--- config.mk ---
export PLATFORM = sky130hd
export DESIGN_NAME = ring_router_gateway_arbiter_flat
export DESIGN_NICKNAME = d
export VERILOG_FILES = /design/src/rtl/ring_router_gateway_arbiter_if.sv /design/src/rtl/ring_router_gateway_arbiter.sv /design/src/flat_wrapper.sv
export SDC_FILE = /design/constraint.sdc
export NUM_CORES = 1
export LEC_CHECK = 0
export BUFFER_PORTS_ARGS = -buffer_cell sky130_fd_sc_hd__clkbuf_2
export CORE_MARGIN = 8
export CORE_UTILIZATION = 45
export DETAILED_ROUTE_END_ITERATION = 10
export GPL_ROUTABILITY_DRIVEN = 0
export PLACE_DENSITY = 0.86
export SETUP_SLACK_MARGIN = 0.3
export SLEW_MARGIN = 20
export SYNTH_ARGS = -nofsm -noshare
export SYNTH_HDL_FRONTEND = slang
export SYNTH_SLANG_ARGS = --single-unit
export TNS_END_PERCENT = 30
--- constraint.sdc ---
create_clock -name clk -period 5.49 [get_ports clk]
set_input_delay 1.098 -clock clk [delete_from_list [all_inputs] [get_ports clk]]
set_output_delay 1.098 -clock clk [all_outputs]
set_load 0.005 [all_outputs]
--- src/rtl/ring_router_gateway_arbiter_if.sv ---
// DII flit link: valid/last/data travel downstream, ready travels back upstream.
interface ring_router_gateway_arbiter_if;
   logic        valid;
   logic        last;
   logic [15:0] data;
   logic        ready;

   modport master (output valid, last, data, input ready);
   modport slave  (input valid, last, data, output ready);
endinterface

--- src/rtl/ring_router_gateway_arbiter.sv ---
// Worm-level weighted round-robin merge of ring, local and external flit sources
// onto the outgoing ring link; combinational datapath, registered arbitration state.
module ring_router_gateway_arbiter #(
   parameter int RING_WEIGHT = 2,
   parameter int CNT_BITS    = 4
) (
   input  logic                                clk,
   input  logic                                rst,
   ring_router_gateway_arbiter_if.slave        in_ring,
   ring_router_gateway_arbiter_if.slave        in_local,
   ring_router_gateway_arbiter_if.slave        in_ext,
   ring_router_gateway_arbiter_if.master       out_ring,
   output logic [2:0]                          grant
);

   localparam logic [CNT_BITS-1:0] WEIGHT_C = CNT_BITS'(RING_WEIGHT);

   logic                locked_r;
   logic [1:0]          lock_sel_r;
   logic [1:0]          last_sel_r;
   logic [CNT_BITS-1:0] ring_cnt_r;

   logic [3:0]          vld_s;
   logic [1:0]          cand1_s;
   logic [1:0]          cand2_s;
   logic [1:0]          sel_s;
   logic                sel_vld_s;
   logic                xfer_last_s;

   function automatic logic [1:0] wrap_inc(input logic [1:0] s);
      logic [1:0] r;
      if (s >= 2'd2) begin
         r = 2'd0;
      end else begin
         r = s + 2'd1;
      end
      return r;
   endfunction

   // Index 3 never carries a source, so it reads as permanently idle.
   assign vld_s   = {1'b0, in_ext.valid, in_local.valid, in_ring.valid};
   assign cand1_s = wrap_inc(last_sel_r);
   assign cand2_s = wrap_inc(cand1_s);

   // Source selection: held worm first, then ring weight credit, then rotating scan
   always_comb begin
      sel_s     = 2'd0;
      sel_vld_s = 1'b0;
      if (rst) begin
         sel_vld_s = 1'b0;
      end else if (locked_r) begin
         sel_s     = lock_sel_r;
         sel_vld_s = 1'b1;
      end else if ((last_sel_r == 2'd0) && vld_s[0] && (ring_cnt_r < WEIGHT_C)) begin
         sel_s     = 2'd0;
         sel_vld_s = 1'b1;
      end else if (vld_s[cand1_s]) begin
         sel_s     = cand1_s;
         sel_vld_s = 1'b1;
      end else if (vld_s[cand2_s]) begin
         sel_s     = cand2_s;
         sel_vld_s = 1'b1;
      end else if (vld_s[last_sel_r]) begin
         sel_s     = last_sel_r;
         sel_vld_s = 1'b1;
      end else begin
         sel_vld_s = 1'b0;
      end
   end

   // Flit mux and ready steering toward the selected source only
   always_comb begin
      out_ring.valid = 1'b0;
      out_ring.last  = 1'b0;
      out_ring.data  = 16'h0000;
      in_ring.ready  = 1'b0;
      in_local.ready = 1'b0;
      in_ext.ready   = 1'b0;
      if (sel_vld_s) begin
         case (sel_s)
            2'd0: begin
               out_ring.valid = in_ring.valid;
               out_ring.last  = in_ring.last;
               out_ring.data  = in_ring.data;
               in_ring.ready  = out_ring.ready;
            end
            2'd1: begin
               out_ring.valid = in_local.valid;
               out_ring.last  = in_local.last;
               out_ring.data  = in_local.data;
               in_local.ready = out_ring.ready;
            end
            2'd2: begin
               out_ring.valid = in_ext.valid;
               out_ring.last  = in_ext.last;
               out_ring.data  = in_ext.data;
               in_ext.ready   = out_ring.ready;
            end
            default: begin
               out_ring.valid = 1'b0;
            end
         endcase
      end else begin
         out_ring.valid = 1'b0;
      end
   end

   // One-hot view of the current selection
   always_comb begin
      grant = 3'b000;
      if (sel_vld_s) begin
         grant = 3'b001 << sel_s;
      end else begin
         grant = 3'b000;
      end
   end

   assign xfer_last_s = out_ring.valid & out_ring.ready & out_ring.last;

   // Arbitration state: lock on offer, release and account on last-flit transfer
   always_ff @(posedge clk) begin
      if (rst) begin
         locked_r   <= 1'b0;
         lock_sel_r <= 2'd0;
         last_sel_r <= 2'd2;
         ring_cnt_r <= '0;
      end else if (xfer_last_s) begin
         locked_r   <= 1'b0;
         last_sel_r <= sel_s;
         if (sel_s == 2'd0) begin
            ring_cnt_r <= (ring_cnt_r >= WEIGHT_C) ? WEIGHT_C : ring_cnt_r + CNT_BITS'(1);
         end else begin
            ring_cnt_r <= '0;
         end
      end else if (!locked_r && sel_vld_s) begin
         locked_r   <= 1'b1;
         lock_sel_r <= sel_s;
      end else begin
         locked_r   <= locked_r;
      end
   end

endmodule

--- src/flat_wrapper.sv ---
// flat-port wrapper written by rule: the top's interface ports become plain ports
module ring_router_gateway_arbiter_flat 
#(
   parameter int RING_WEIGHT = 2,
   parameter int CNT_BITS    = 4
)
  (clk, rst, grant, in_ring_valid, in_ring_last, in_ring_data, in_ring_ready, in_local_valid, in_local_last, in_local_data, in_local_ready, in_ext_valid, in_ext_last, in_ext_data, in_ext_ready, out_ring_valid, out_ring_last, out_ring_data, out_ring_ready);
  ring_router_gateway_arbiter_if in_ring_i ();
  ring_router_gateway_arbiter_if in_local_i ();
  ring_router_gateway_arbiter_if in_ext_i ();
  ring_router_gateway_arbiter_if out_ring_i ();
  input  logic clk;
  input  logic rst;
  output logic [2:0] grant;
  input wire logic [$bits(in_ring_i.valid)-1:0] in_ring_valid;
  input wire logic [$bits(in_ring_i.last)-1:0] in_ring_last;
  input wire logic [$bits(in_ring_i.data)-1:0] in_ring_data;
  output wire logic [$bits(in_ring_i.ready)-1:0] in_ring_ready;
  input wire logic [$bits(in_local_i.valid)-1:0] in_local_valid;
  input wire logic [$bits(in_local_i.last)-1:0] in_local_last;
  input wire logic [$bits(in_local_i.data)-1:0] in_local_data;
  output wire logic [$bits(in_local_i.ready)-1:0] in_local_ready;
  input wire logic [$bits(in_ext_i.valid)-1:0] in_ext_valid;
  input wire logic [$bits(in_ext_i.last)-1:0] in_ext_last;
  input wire logic [$bits(in_ext_i.data)-1:0] in_ext_data;
  output wire logic [$bits(in_ext_i.ready)-1:0] in_ext_ready;
  output wire logic [$bits(out_ring_i.valid)-1:0] out_ring_valid;
  output wire logic [$bits(out_ring_i.last)-1:0] out_ring_last;
  output wire logic [$bits(out_ring_i.data)-1:0] out_ring_data;
  input wire logic [$bits(out_ring_i.ready)-1:0] out_ring_ready;
  assign in_ring_i.valid = in_ring_valid;
  assign in_ring_i.last = in_ring_last;
  assign in_ring_i.data = in_ring_data;
  assign in_ring_ready = in_ring_i.ready;
  assign in_local_i.valid = in_local_valid;
  assign in_local_i.last = in_local_last;
  assign in_local_i.data = in_local_data;
  assign in_local_ready = in_local_i.ready;
  assign in_ext_i.valid = in_ext_valid;
  assign in_ext_i.last = in_ext_last;
  assign in_ext_i.data = in_ext_data;
  assign in_ext_ready = in_ext_i.ready;
  assign out_ring_valid = out_ring_i.valid;
  assign out_ring_last = out_ring_i.last;
  assign out_ring_data = out_ring_i.data;
  assign out_ring_i.ready = out_ring_ready;
  ring_router_gateway_arbiter #(.RING_WEIGHT(RING_WEIGHT), .CNT_BITS(CNT_BITS)) u_core (.clk(clk), .rst(rst), .in_ring(in_ring_i), .in_local(in_local_i), .in_ext(in_ext_i), .out_ring(out_ring_i), .grant(grant));
endmodule
# After elaboration in Yosys (flattened, before gate mapping)
# Cells that the tools add are included.
dict set report word_totals {
  reg_bits 9
  latchBits 0
  ram_bits 0
  rom_bits 0
  out_inout_bits 24
  mem_count 0
}
dict set report classes {
  add_sub_neg 3
  n_mul 0
  n_div 0
  order_cmp 7
  eq_ne 2
  shift 1
  n_mux 35
  n_bitwise 3
  n_reduce_logical 8
}
# op n
set ops {}
lappend ops {{$pmux W16 S3} 1}
lappend ops {{$mux W1} 17}
lappend ops {{$mux W16} 1}
lappend ops {{$mux W2} 8}
lappend ops {{$lt A2 B3 Y1 const B} 3}
lappend ops {{$mux W4} 2}
lappend ops {{$bmux W1 S2} 3}
lappend ops {{$pmux W1 S3} 2}
lappend ops {{$add A2 B1 Y2 const B} 2}
lappend ops {{$add A4 B1 Y4 const B} 1}
lappend ops {{$ge A2 B2 Y1 const B} 2}
lappend ops {{$ge A4 B2 Y1 const B} 1}
lappend ops {{$logic_not A2 Y1} 2}
lappend ops {{$lt A4 B2 Y1 const B} 1}
lappend ops {{$logic_and A1 B1 Y1} 3}
lappend ops {{$mux W3} 1}
lappend ops {{$shl A1 B2 Y3 const A} 1}
lappend ops {{$and A1 B1 Y1} 2}
lappend ops {{$eq A2 B1 Y1 const B} 1}
lappend ops {{$eq A2 B2 Y1 const B} 1}
lappend ops {{$reduce_and A2 Y1} 1}
lappend ops {{$reduce_or A2 Y1} 1}
lappend ops {{$logic_not A1 Y1} 1}
lappend ops {{$not A1 Y1} 1}

# Logic depth before layout (Yosys ltp)
# Gate-level depths: netlist of run 1.
dict set report logic_depth {
  depth_word 18
  depth_mapped 9
  ltp_nobuf 6
}

# Worst setup path before layout of run 1
# Ideal clock, no wire load.
dict set report synth_timing {
  kind {input port to output port}
  start {in in_ext_valid}
  end {out out_ring_data[10]}
  arrival_time_ns 2.341
  slack_ns 2.051
  cell_stages 6
  path_buffers 1
  path_cell_list {a21boi_2 > or4_1 > and2_1 > nand2_1 > buf_2 > nor2_1}
}
dict set report synth_via {
  elab_chain_len 11
  elab_cells_between_ends 23
  classes_between {eq/ne (2); mux (20); reduce/logical (1)}
}
# element line
set synth_rtl {}
lappend synth_rtl {{from (decl)} flat_wrapper.sv:23} ;# input wire logic [$bits(in_ext_i.valid)-1:0] in_ext_valid;
lappend synth_rtl {{$bmux W1 S2} ring_router_gateway_arbiter.sv:63} ;# end else if (vld_s[last_sel_r]) begin
lappend synth_rtl {{$mux W1 (not written as such)} ring_router_gateway_arbiter.sv:63}
lappend synth_rtl {{$mux W2} ring_router_gateway_arbiter.sv:63}
lappend synth_rtl {{$mux W2} ring_router_gateway_arbiter.sv:60} ;# end else if (vld_s[cand2_s]) begin
lappend synth_rtl {{$mux W2} ring_router_gateway_arbiter.sv:57} ;# end else if (vld_s[cand1_s]) begin
lappend synth_rtl {{$mux W2} ring_router_gateway_arbiter.sv:54} ;# end else if ((last_sel_r == 2'd0) && vld_s[0] && (ring_cnt_r < WEIGHT_C)) begin
lappend synth_rtl {{$mux W2} ring_router_gateway_arbiter.sv:51} ;# end else if (locked_r) begin
lappend synth_rtl {{$mux W2} ring_router_gateway_arbiter.sv:49} ;# if (rst) begin
lappend synth_rtl {{$eq A2 B2 Y1, or another cell as far along} ring_router_gateway_arbiter.sv:80} ;# case (sel_s)
lappend synth_rtl {{$pmux W16 S3} ring_router_gateway_arbiter.sv:80}
lappend synth_rtl {{$mux W16 *} ring_router_gateway_arbiter.sv:79} ;# if (sel_vld_s) begin
lappend synth_rtl {{to (decl)} flat_wrapper.sv:29} ;# output wire logic [$bits(out_ring_i.data)-1:0] out_ring_data;
# Mark *: on every way between the ends. The rest lies on a longest branch, timed or not. The select of a mux whose other input is x is not followed.

# Final worst setup path of run 1
dict set report layout_timing {
  start {in in_ext_valid}
  end {out out_ring_data[8]}
}
# The elaborated chain is that of the path after synthesis.

==> results of run 1 <==
sequential cells by signal (all words and copies together), names as in the netlist:
name,cells
u_core.last_sel_r,2
u_core.lock_sel_r,2
u_core.ring_cnt_r,4
u_core.locked_r,1
stage by stage:
step | util, % | setup WS, ns | hold slack (ns) | instance area (µm²)
4_1_cts | 64.75 | 1.654 | 0.5293 | 1604
6_report | 64.75 | 1.628 | 0.5235 | 1604
3_3_place_gp | 63.69 | 1.681 | 0.5135 | 1578
3_5_place_dp | 63.69 | 1.648 | 0.5201 | 1578
2_1_floorplan | - | 2.051 | 0.4925 | 1180
5_1_grt | 64.75 | 1.483 | 0.5471 | 1604
layout make-up:
type | count | area (µm²) | area share (%)
flip-flops and latches | 9 | 180.2 | 11.23
clock buffers | 4 | 26.28 | 1.638
repair buffers | 81 | 407.9 | 25.43
inverters | 5 | 18.77 | 1.170
well taps | 30 | 37.54 | 2.340
multi-input cells | 129 | 933.4 | 58.19
where the power goes:
group / internal (W) / switching [W] / leakage [nW]
combinational: 0.0000531 / 0.0000576 / 0.672
sequential: 0.0000681 / 0.00000547 / 0.0733
clock: 0.0000280 / 0.0000222 / 0.0150
worst paths after layout:
kind | to | cells after the start | from | slack [ns]
worst max-delay path | out_ring_data[8] | 7 | in_ext_valid | 1.63
worst min-delay path | u_core.ring_cnt_r[2] | 2 | u_core.ring_cnt_r[2] | 0.52
worst max register to register | u_core.ring_cnt_r[0] | 6 | u_core.last_sel_r[0] | 2.98
worst min register to register | u_core.ring_cnt_r[2] | 2 | u_core.ring_cnt_r[2] | 0.52
kinds of logic after synthesis:
| family | after synthesis |
|---|---|
| flip-flops | 9 |
| adder cells (fa/ha/maj) | 2 |
| AO/OA/AOI/OAI | 55 |
| AND/OR/NAND/NOR | 69 |
| multiplexers | 3 |
| buffers and inverters | 15 |
cell usage in the layout (no fill, tap or decap), types with 3 or more instances in the layout:
cell type  synthesis  layout
a22o_1            16      16
clkbuf_4           0       3
and2_1             6       6
clkbuf_2           0      80
nor2b_1            5       5
a22oi_1           16      16
nand2_1            9       9
nor2_1            26      26
o21ai_0            5       5
nand3_1            7       7
inv_1              5       5
dfxtp_1            9       9
routing by layer:
| metal | global-route usage, % | vias up | wire, µm |
|---|---|---|---|
| met5 | 0 | - | 0 |
| met4 | 6.527 | 0 | 40 |
| met3 | 2.980 | 6 | 338 |
| met2 | 30.70 | 48 | 2264 |
| met1 | 20.11 | 683 | 1648 |
| li1 | - | 744 | - |
Yosys cell counts (all sizes together) (3+ instances only):
library cell and count:
nor2b 5, o21ai 5, clkbuf 7, dfxtp 9
nand2 9, and2 6, a22o 16, nor3 3
nor2 26, inv 5, nand3 7, buf 3
a22oi 16
worst register-to-register path: cells and delay by family (launching register included):
kind | cells | cell delay, ns
multiplexers | 1 | 0.34
AND/OR/NAND/NOR | 3 | 0.77
flip-flops | 1 | 0.50
AO/OA/AOI/OAI | 2 | 0.80
==> results.cfg, run 1 <==
[sta]
finalCritPeriodShare_pct = 70.35
slew_viol_final = 0
setup_viol = 0
final_hold_viol_count = 0
rsz0062_at_grt = false
skew_ns = 0.001384
max_freq_ghz = 0.2589
period_needed_ns = 3.862
worst_pin_slew_ns = 0.6783
fin_setup_tns_ns = 0
slew_headroom_pct = 54.78

[status]
outcome = finished clean

[synthesis]
synth.area.mux_share_pct = 2.969
synth_ff_type = dfxtp_1
synth_compound_area_share_pct = 42.84
synth_seq_cells = 9
synthSimpleGateAreaFrac_pct = 31.18
yosys.area.top_type = dfxtp_1
synthArstFlopShare_pct = 0
synth.area.top_cells = dfxtp_1, a22o_1, a22oi_1, nor2_1, o22ai_4
synth_edf_count = 0
syn_avg_cell_area_um2 = 7.712
yosysSeqAreaShare_pct = 15.27
syn-num-nets = 212
ys_warn_count = 0
netlist.area_leader.share_pct = 15.27
synth_top_family_by_area = compound AO/OA/AOI/OAI gates
syn_area_um2 = 1180
yosysUniqueCellTypes = 42
synth_xor_area_share_pct = 0
synthCells = 153
synthAdderAreaFrac_pct = 2.121

[global_routing]
antenna_found_initial = 0
grt_pass1_wl_um = 6313
grt_overflow_total = 0
grt_max_degree = 24
grt_pass1_vias = 1357
grt_util_all_layers_pct = 17.26

[worst_setup_path]
cp_max_fo = 18
critPathBufInv = 2
critPathMostFrequentCell = clkbuf_2
criticalPathCategory = input pin to primary output
crit_family = simple AND/OR/NAND/NOR gates
critPathLaunchType = input pin
cpPeakStageDelay_ns = 0.48
cp-end-kind = primary output
cp.arrival_ns = 2.76
cp.required_ns = 4.39
cp_slowest_cell = or4_1
path_cells = clkbuf_2, a21boi_2, or4_1, and2_1, nand2_1, nor2_1, clkbuf_2

[routing]
vias = 1481
wl_um = 4291
via_per_inst = 5.740
ant_nets = 0
drc = 0
firstDrtPassIters = 4
drtIter0Drc = 149
drt-wirelength-per-cell_um = 16.63

[floorplan]
die-area_um2 = 4517
rows = 18
start_util_pct = 47.63
die_w_um = 67.21
ios = 81
die_y_um = 67.21
design.core.area_um2 = 2477

[placed_design]
placed_cells = 254
portBuffers = 80
dp_hpwl_um = 3406

[power]
leakagePower_nw = 0.7602
total_power_w = 0.0002345
p_per_area_nw_per_um2 = 146.2
peakVddDrop_mv = 0.1243

[clock_network]
ctsResizeCount = 0
clock_path_buffers = 2
cts_buffers = 3
htree_levels = 1
cts_setup_buffers = 0
numClockSinks = 9
cts_hold_buf = 0
clock_latency_ns = 0.26
clkTransAtPathRegs_ns = 0.06
root_buffer = clkbuf_4
tritoncts = built

[layout]
area_growth_pct = 35.95
num-fill-cells = 235
drive_gt1_share_pct = 41.23
fin_nets = 288
instances_no_fill = 258
antennaDiodeCount = 0

[run]
cap_violations = 0

[min_path]
holdCritPathClass = register to register
(Power assumes the default switching activity.)
==> run 2: changes to the inputs <==
--- a/config.mk
+++ b/config.mk
@@ -7,10 +7,10 @@
 export LEC_CHECK = 0
 export BUFFER_PORTS_ARGS = -buffer_cell sky130_fd_sc_hd__clkbuf_2
 export CORE_MARGIN = 8
-export CORE_UTILIZATION = 45
+export CORE_UTILIZATION = 42
 export DETAILED_ROUTE_END_ITERATION = 10
 export GPL_ROUTABILITY_DRIVEN = 0
-export PLACE_DENSITY = 0.86
+export PLACE_DENSITY = 0.81
 export SETUP_SLACK_MARGIN = 0.3
 export SLEW_MARGIN = 20
 export SYNTH_ARGS = -nofsm -noshare
==> constraint.sdc (replaced) <==
create_clock -name clk -period 3.84 [get_ports clk]
set_input_delay 0.768 -clock clk [delete_from_list [all_inputs] [get_ports clk]]
set_output_delay 0.768 -clock clk [all_outputs]
set_load 0.005 [all_outputs]
==> results.cfg, run 2 (synthesis results as in run 1) <==
[status]
outcome = finished clean

[placed_design]
place_ws_ns = 0.5820
placed_cells = 255
dp_hpwl_um = 3286
portBuffers = 80

[routing]
met1_length_um = 1647
firstDrtPassIters = 4
drt-wirelength-per-cell_um = 16.07
wl_um = 4162
vias = 1504
routed.top_layer = met4
ant_nets = 0
drtIter0Drc = 106
via_per_inst = 5.807
wl_met2_um = 2148
drc = 0
met3_length_um = 316

[layout]
final_common_cell = clkbuf_2
drive_gt1_share_pct = 41.23
antennaDiodeCount = 0
largestRegisters = u_core.ring_cnt_r (4), u_core.last_sel_r (2), u_core.lock_sel_r (2)
num-fill-cells = 264
fin_nets = 288
regMostFlops = u_core.ring_cnt_r
instances_no_fill = 259
largest_register_ff_count = 4
final_util_pct = 59.23
layout_common_cells = clkbuf_2, nor2_1, a22o_1, a22oi_1
area_growth_pct = 36.06

[floorplan]
start_util_pct = 43.54
die_w_um = 69
die-area_um2 = 4761
die_y_um = 69
ios = 81
rows = 19
design.core.area_um2 = 2710

[clock_network]
clock_path_buffers = 2
clkTransAtPathRegs_ns = 0.06
cts_buffers = 3
htree_levels = 1
numClockSinks = 9
tritoncts = built
cts_hold_buf = 0
cts_setup_buffers = 0
root_buffer = clkbuf_4
ctsResizeCount = 0
clock_latency_ns = 0.26

[sta]
slew_headroom_pct = 55.27
final_hold_viol_count = 0
finalCritPeriodShare_pct = 84.59
period_needed_ns = 3.248
slew_viol_final = 0
worst_pin_slew_ns = 0.6709
setup_viol = 0
worst_slack_ns = 0.5916
max_freq_ghz = 0.3078
fin_setup_tns_ns = 0
rsz0062_at_grt = false
whs_ns = 0.5371
skew_ns = 0.002321

[global_routing]
grt_pass1_vias = 1491
grt_max_degree = 24
antenna_found_initial = 0
grt_pass1_wl_um = 6996
grt_util_all_layers_pct = 16.65
grt_overflow_total = 0

[worst_setup_path]
critPathMostFrequentCell = clkbuf_2
cp.required_ns = 3.07
reg2regPathDepth = 6
criticalPathCategory = input pin to primary output
cp_slowest_cell = or4_1
crit-reg2reg-launch = u_core.last_sel_r[0]
cp.arrival_ns = 2.48
critPathLaunchType = input pin
cpPeakStageDelay_ns = 0.49
cp_max_fo = 18
reg2reg_slack_ns = 1.35
path_cells = clkbuf_2, a21boi_2, or4_1, and2_1, nand2_1, nor2_1, clkbuf_2
r2r_end = u_core.ring_cnt_r[0]
cp-end-kind = primary output

[run]
cap_violations = 0

[min_path]
min_from = u_core.ring_cnt_r[2]
whs_endpoint = u_core.ring_cnt_r[2]
holdCritPathClass = register to register
whs_path_depth = 2

[power]
p_per_area_nw_per_um2 = 209.6
peakVddDrop_mv = 0.1350
leakagePower_nw = 0.7602
==> run 2: worst max-delay path by stage <==
stage	slack, ns	cells after the start	endpoint	start
floorplan	1.06	6	out_ring_data[10]	in_ext_valid
global placement	0.67	7	out_ring_data[10]	in_ext_valid
detailed placement	0.58	7	out_ring_data[12]	in_ext_valid
CTS	0.58	7	out_ring_data[12]	in_ext_valid
global route	0.43	7	out_ring_data[15]	in_ext_valid
finish	0.59	7	out_ring_data[12]	in_ext_valid
==> run 2: layer usage <==
metal / vias up / GRT usage [%]
met5: - / 0
met4: 0 / 4.328
met3: 5 / 3.577
met2: 64 / 29.51
met1: 698 / 19.49
li1: 737 / -
==> run 2: critical path, delay by kind of cell <==
family / cells / cell delay, ns
AND/OR/NAND/NOR: 4 / 1.27
buffers and inverters: 2 / 0.26
AO/OA/AOI/OAI: 1 / 0.18
==> run 2: final cells by class <==
cell class	count	area [µm²]	share of cell area, %
multi-input cells	129	933.4	58.14
repair buffers	81	407.9	25.41
inverters	5	18.77	1.169
well taps	31	38.79	2.416
clock buffers	4	26.28	1.637
flip-flops and latches	9	180.2	11.22
==> run 2: report_power, final <==
group          total (W)  internal, W  switching, W
Clock          0.0000743    0.0000401     0.0000342
Sequential      0.000105    0.0000973    0.00000799
Combinational   0.000157    0.0000759     0.0000809
Total           0.000336     0.000213      0.000123
==> run 2: through the flow <==
step | total power [W] | cell area (µm²)
after floorplan | 0.0002017 | 1180
after global placement | 0.0002622 | 1579
after detailed placement | 0.0002634 | 1579
after CTS | 0.0003382 | 1605
after global routing | 0.0003628 | 1605
final | 0.0003364 | 1605
==> run 3: changes to the inputs <==
--- a/config.mk
+++ b/config.mk
@@ -7,10 +7,10 @@
 export LEC_CHECK = 0
 export BUFFER_PORTS_ARGS = -buffer_cell sky130_fd_sc_hd__clkbuf_2
 export CORE_MARGIN = 8
-export CORE_UTILIZATION = 42
+export CORE_UTILIZATION = 38
 export DETAILED_ROUTE_END_ITERATION = 10
 export GPL_ROUTABILITY_DRIVEN = 0
-export PLACE_DENSITY = 0.81
+export PLACE_DENSITY = 0.77
 export SETUP_SLACK_MARGIN = 0.3
 export SLEW_MARGIN = 20
 export SYNTH_ARGS = -nofsm -noshare
==> constraint.sdc (replaced) <==
create_clock -name clk -period 2.7 [get_ports clk]
set_input_delay 0.54 -clock clk [delete_from_list [all_inputs] [get_ports clk]]
set_output_delay 0.54 -clock clk [all_outputs]
set_load 0.005 [all_outputs]
==> results.cfg, run 3 (synthesis results as in run 1) <==
[routing]
vias = 1561
wl_um = 4421
via_per_inst = 5.615
ant_nets = 0
firstDrtPassIters = 4
drc = 0
drtIter0Drc = 175
drt-wirelength-per-cell_um = 15.90

[status]
outcome = finished clean

[floorplan]
die-area_um2 = 5144
start_util_pct = 39.29
design.core.area_um2 = 3003
rows = 20
die_w_um = 71.72
die_y_um = 71.72
ios = 81

[worst_setup_path]
critPathLaunchType = register
cp.arrival_ns = 1.96
criticalPathCategory = register to primary output
cp-end-kind = primary output
cp.required_ns = 2.16
reg2regPathDepth = 8
cp_max_fo = 8

[layout]
fin_nets = 305
layout_common_cells = clkbuf_2, nor2_1, a22o_1, buf_4, a22oi_2
instances_no_fill = 278
final_common_cell = clkbuf_2
regMostFlops = u_core.ring_cnt_r
antennaDiodeCount = 0
largestRegisters = u_core.ring_cnt_r (4), u_core.last_sel_r (2), u_core.lock_sel_r (2)
largest_register_ff_count = 4
fin_area_um2 = 1856
area_growth_pct = 57.26
drive_gt1_share_pct = 52.65

[power]
p_per_area_nw_per_um2 = 285.2
peakVddDrop_mv = 0.1379
leakagePower_nw = 0.8684
total_power_w = 0.0005292

[sta]
whs_ns = 0.5646
fin_setup_tns_ns = 0
finalCritPeriodShare_pct = 92.68
max_freq_ghz = 0.3996
worst_pin_slew_ns = 0.4719
period_needed_ns = 2.502
slew_viol_final = 0
final_hold_viol_count = 0
rsz0062_at_grt = true
slew_headroom_pct = 68.44
skew_ns = 0.002946
setup_viol = 0

[global_routing]
grt_overflow_total = 0
grt_pass1_vias = 1532
grt_max_degree = 24
grt_util_all_layers_pct = 16.44
grt_pass1_wl_um = 7024
antenna_found_initial = 0

[clock_network]
numClockSinks = 9
clkTransAtPathRegs_ns = 0.06
root_buffer = clkbuf_4
htree_levels = 1
cts_hold_buf = 0
tritoncts = built
cts_buffers = 3
clock_path_buffers = 2
clock_latency_ns = 0.26

[placed_design]
placed_cells = 264
portBuffers = 80
placed_area_um2 = 1647
dp_hpwl_um = 3352

[min_path]
holdCritPathClass = register to register
whs_path_depth = 1

[run]
cap_violations = 0
## run 3: cell count changes in the layout (fill, tap and decap cells not counted), moves of 2 or more
| cell | change |
|---|---|
| buf_12 | +2 |
| a22oi_1 | -10 |
| buf_4 | +14 |
| dfxtp_2 | +3 |
| dfxtp_1 | -4 |
| a22oi_2 | +10 |
## run 3: final timing paths
path	slack, ns	endpoint	from
worst min-delay path	0.56	u_core.last_sel_r[1]	u_core.last_sel_r[1]
worst min register to register	0.56	u_core.last_sel_r[1]	u_core.last_sel_r[1]
worst max register to register	0.29	u_core.ring_cnt_r[0]	u_core.ring_cnt_r[2]
worst max-delay path	0.20	out_ring_data[8]	u_core.ring_cnt_r[2]
## run 3: per-layer routing
metal  vias to the layer above  wire length [µm]  track usage, %
met5                         -                 0               0
li1                        776                 -               -
met4                         0                59           4.535
met1                       714              1901           20.03
met3                         6               387           5.718
met2                        65              2073           26.52
## run 3: through the flow
| step | util [%] | setup slack [ns] |
|---|---|---|
| 2_1_floorplan | - | 0.3767 |
| 3_3_place_gp | 54.83 | 0.1249 |
| 3_5_place_dp | 54.83 | 0.09518 |
| 4_1_cts | 57.08 | 0.1989 |
| 5_1_grt | 61.79 | 0.09011 |
| 6_report | 61.79 | 0.1976 |
## run 3: area by class of cell
cell class	count	area, µm²
fillers	273	1147
multi-input cells	129	1003
repair buffers	98	578.1
flip-flops and latches	9	187.7
well taps	33	41.29
clock buffers	4	26.28
inverters	5	18.77
## run 3: what timing repair did
item | 4_1_cts | 5_1_grt
setup buffers | 3 | 6
setup endpoints to repair | 20 | 21
gates resized for setup | 8 | 15
cloned | 0 | 1
pin swaps | 4 | 4
## run 3: power by group
part | total (W) | switching [W] | internal, W
clock | 0.000105 | 0.0000480 | 0.0000570
combinational | 0.000275 | 0.000130 | 0.000145
sequential | 0.000149 | 0.0000116 | 0.000138
total | 0.000529 | 0.000190 | 0.000340
## run 3: critical path, stage by stage (launching register included)
cell and delay [ns]:
dfxtp_4 0.35, nor4_4 0.32, o21a_4 0.21, o22ai_4 0.11
clkbuf_16 0.18, a22o_1 0.22, a22oi_1 0.13, nor2_1 0.06
clkbuf_2 0.11
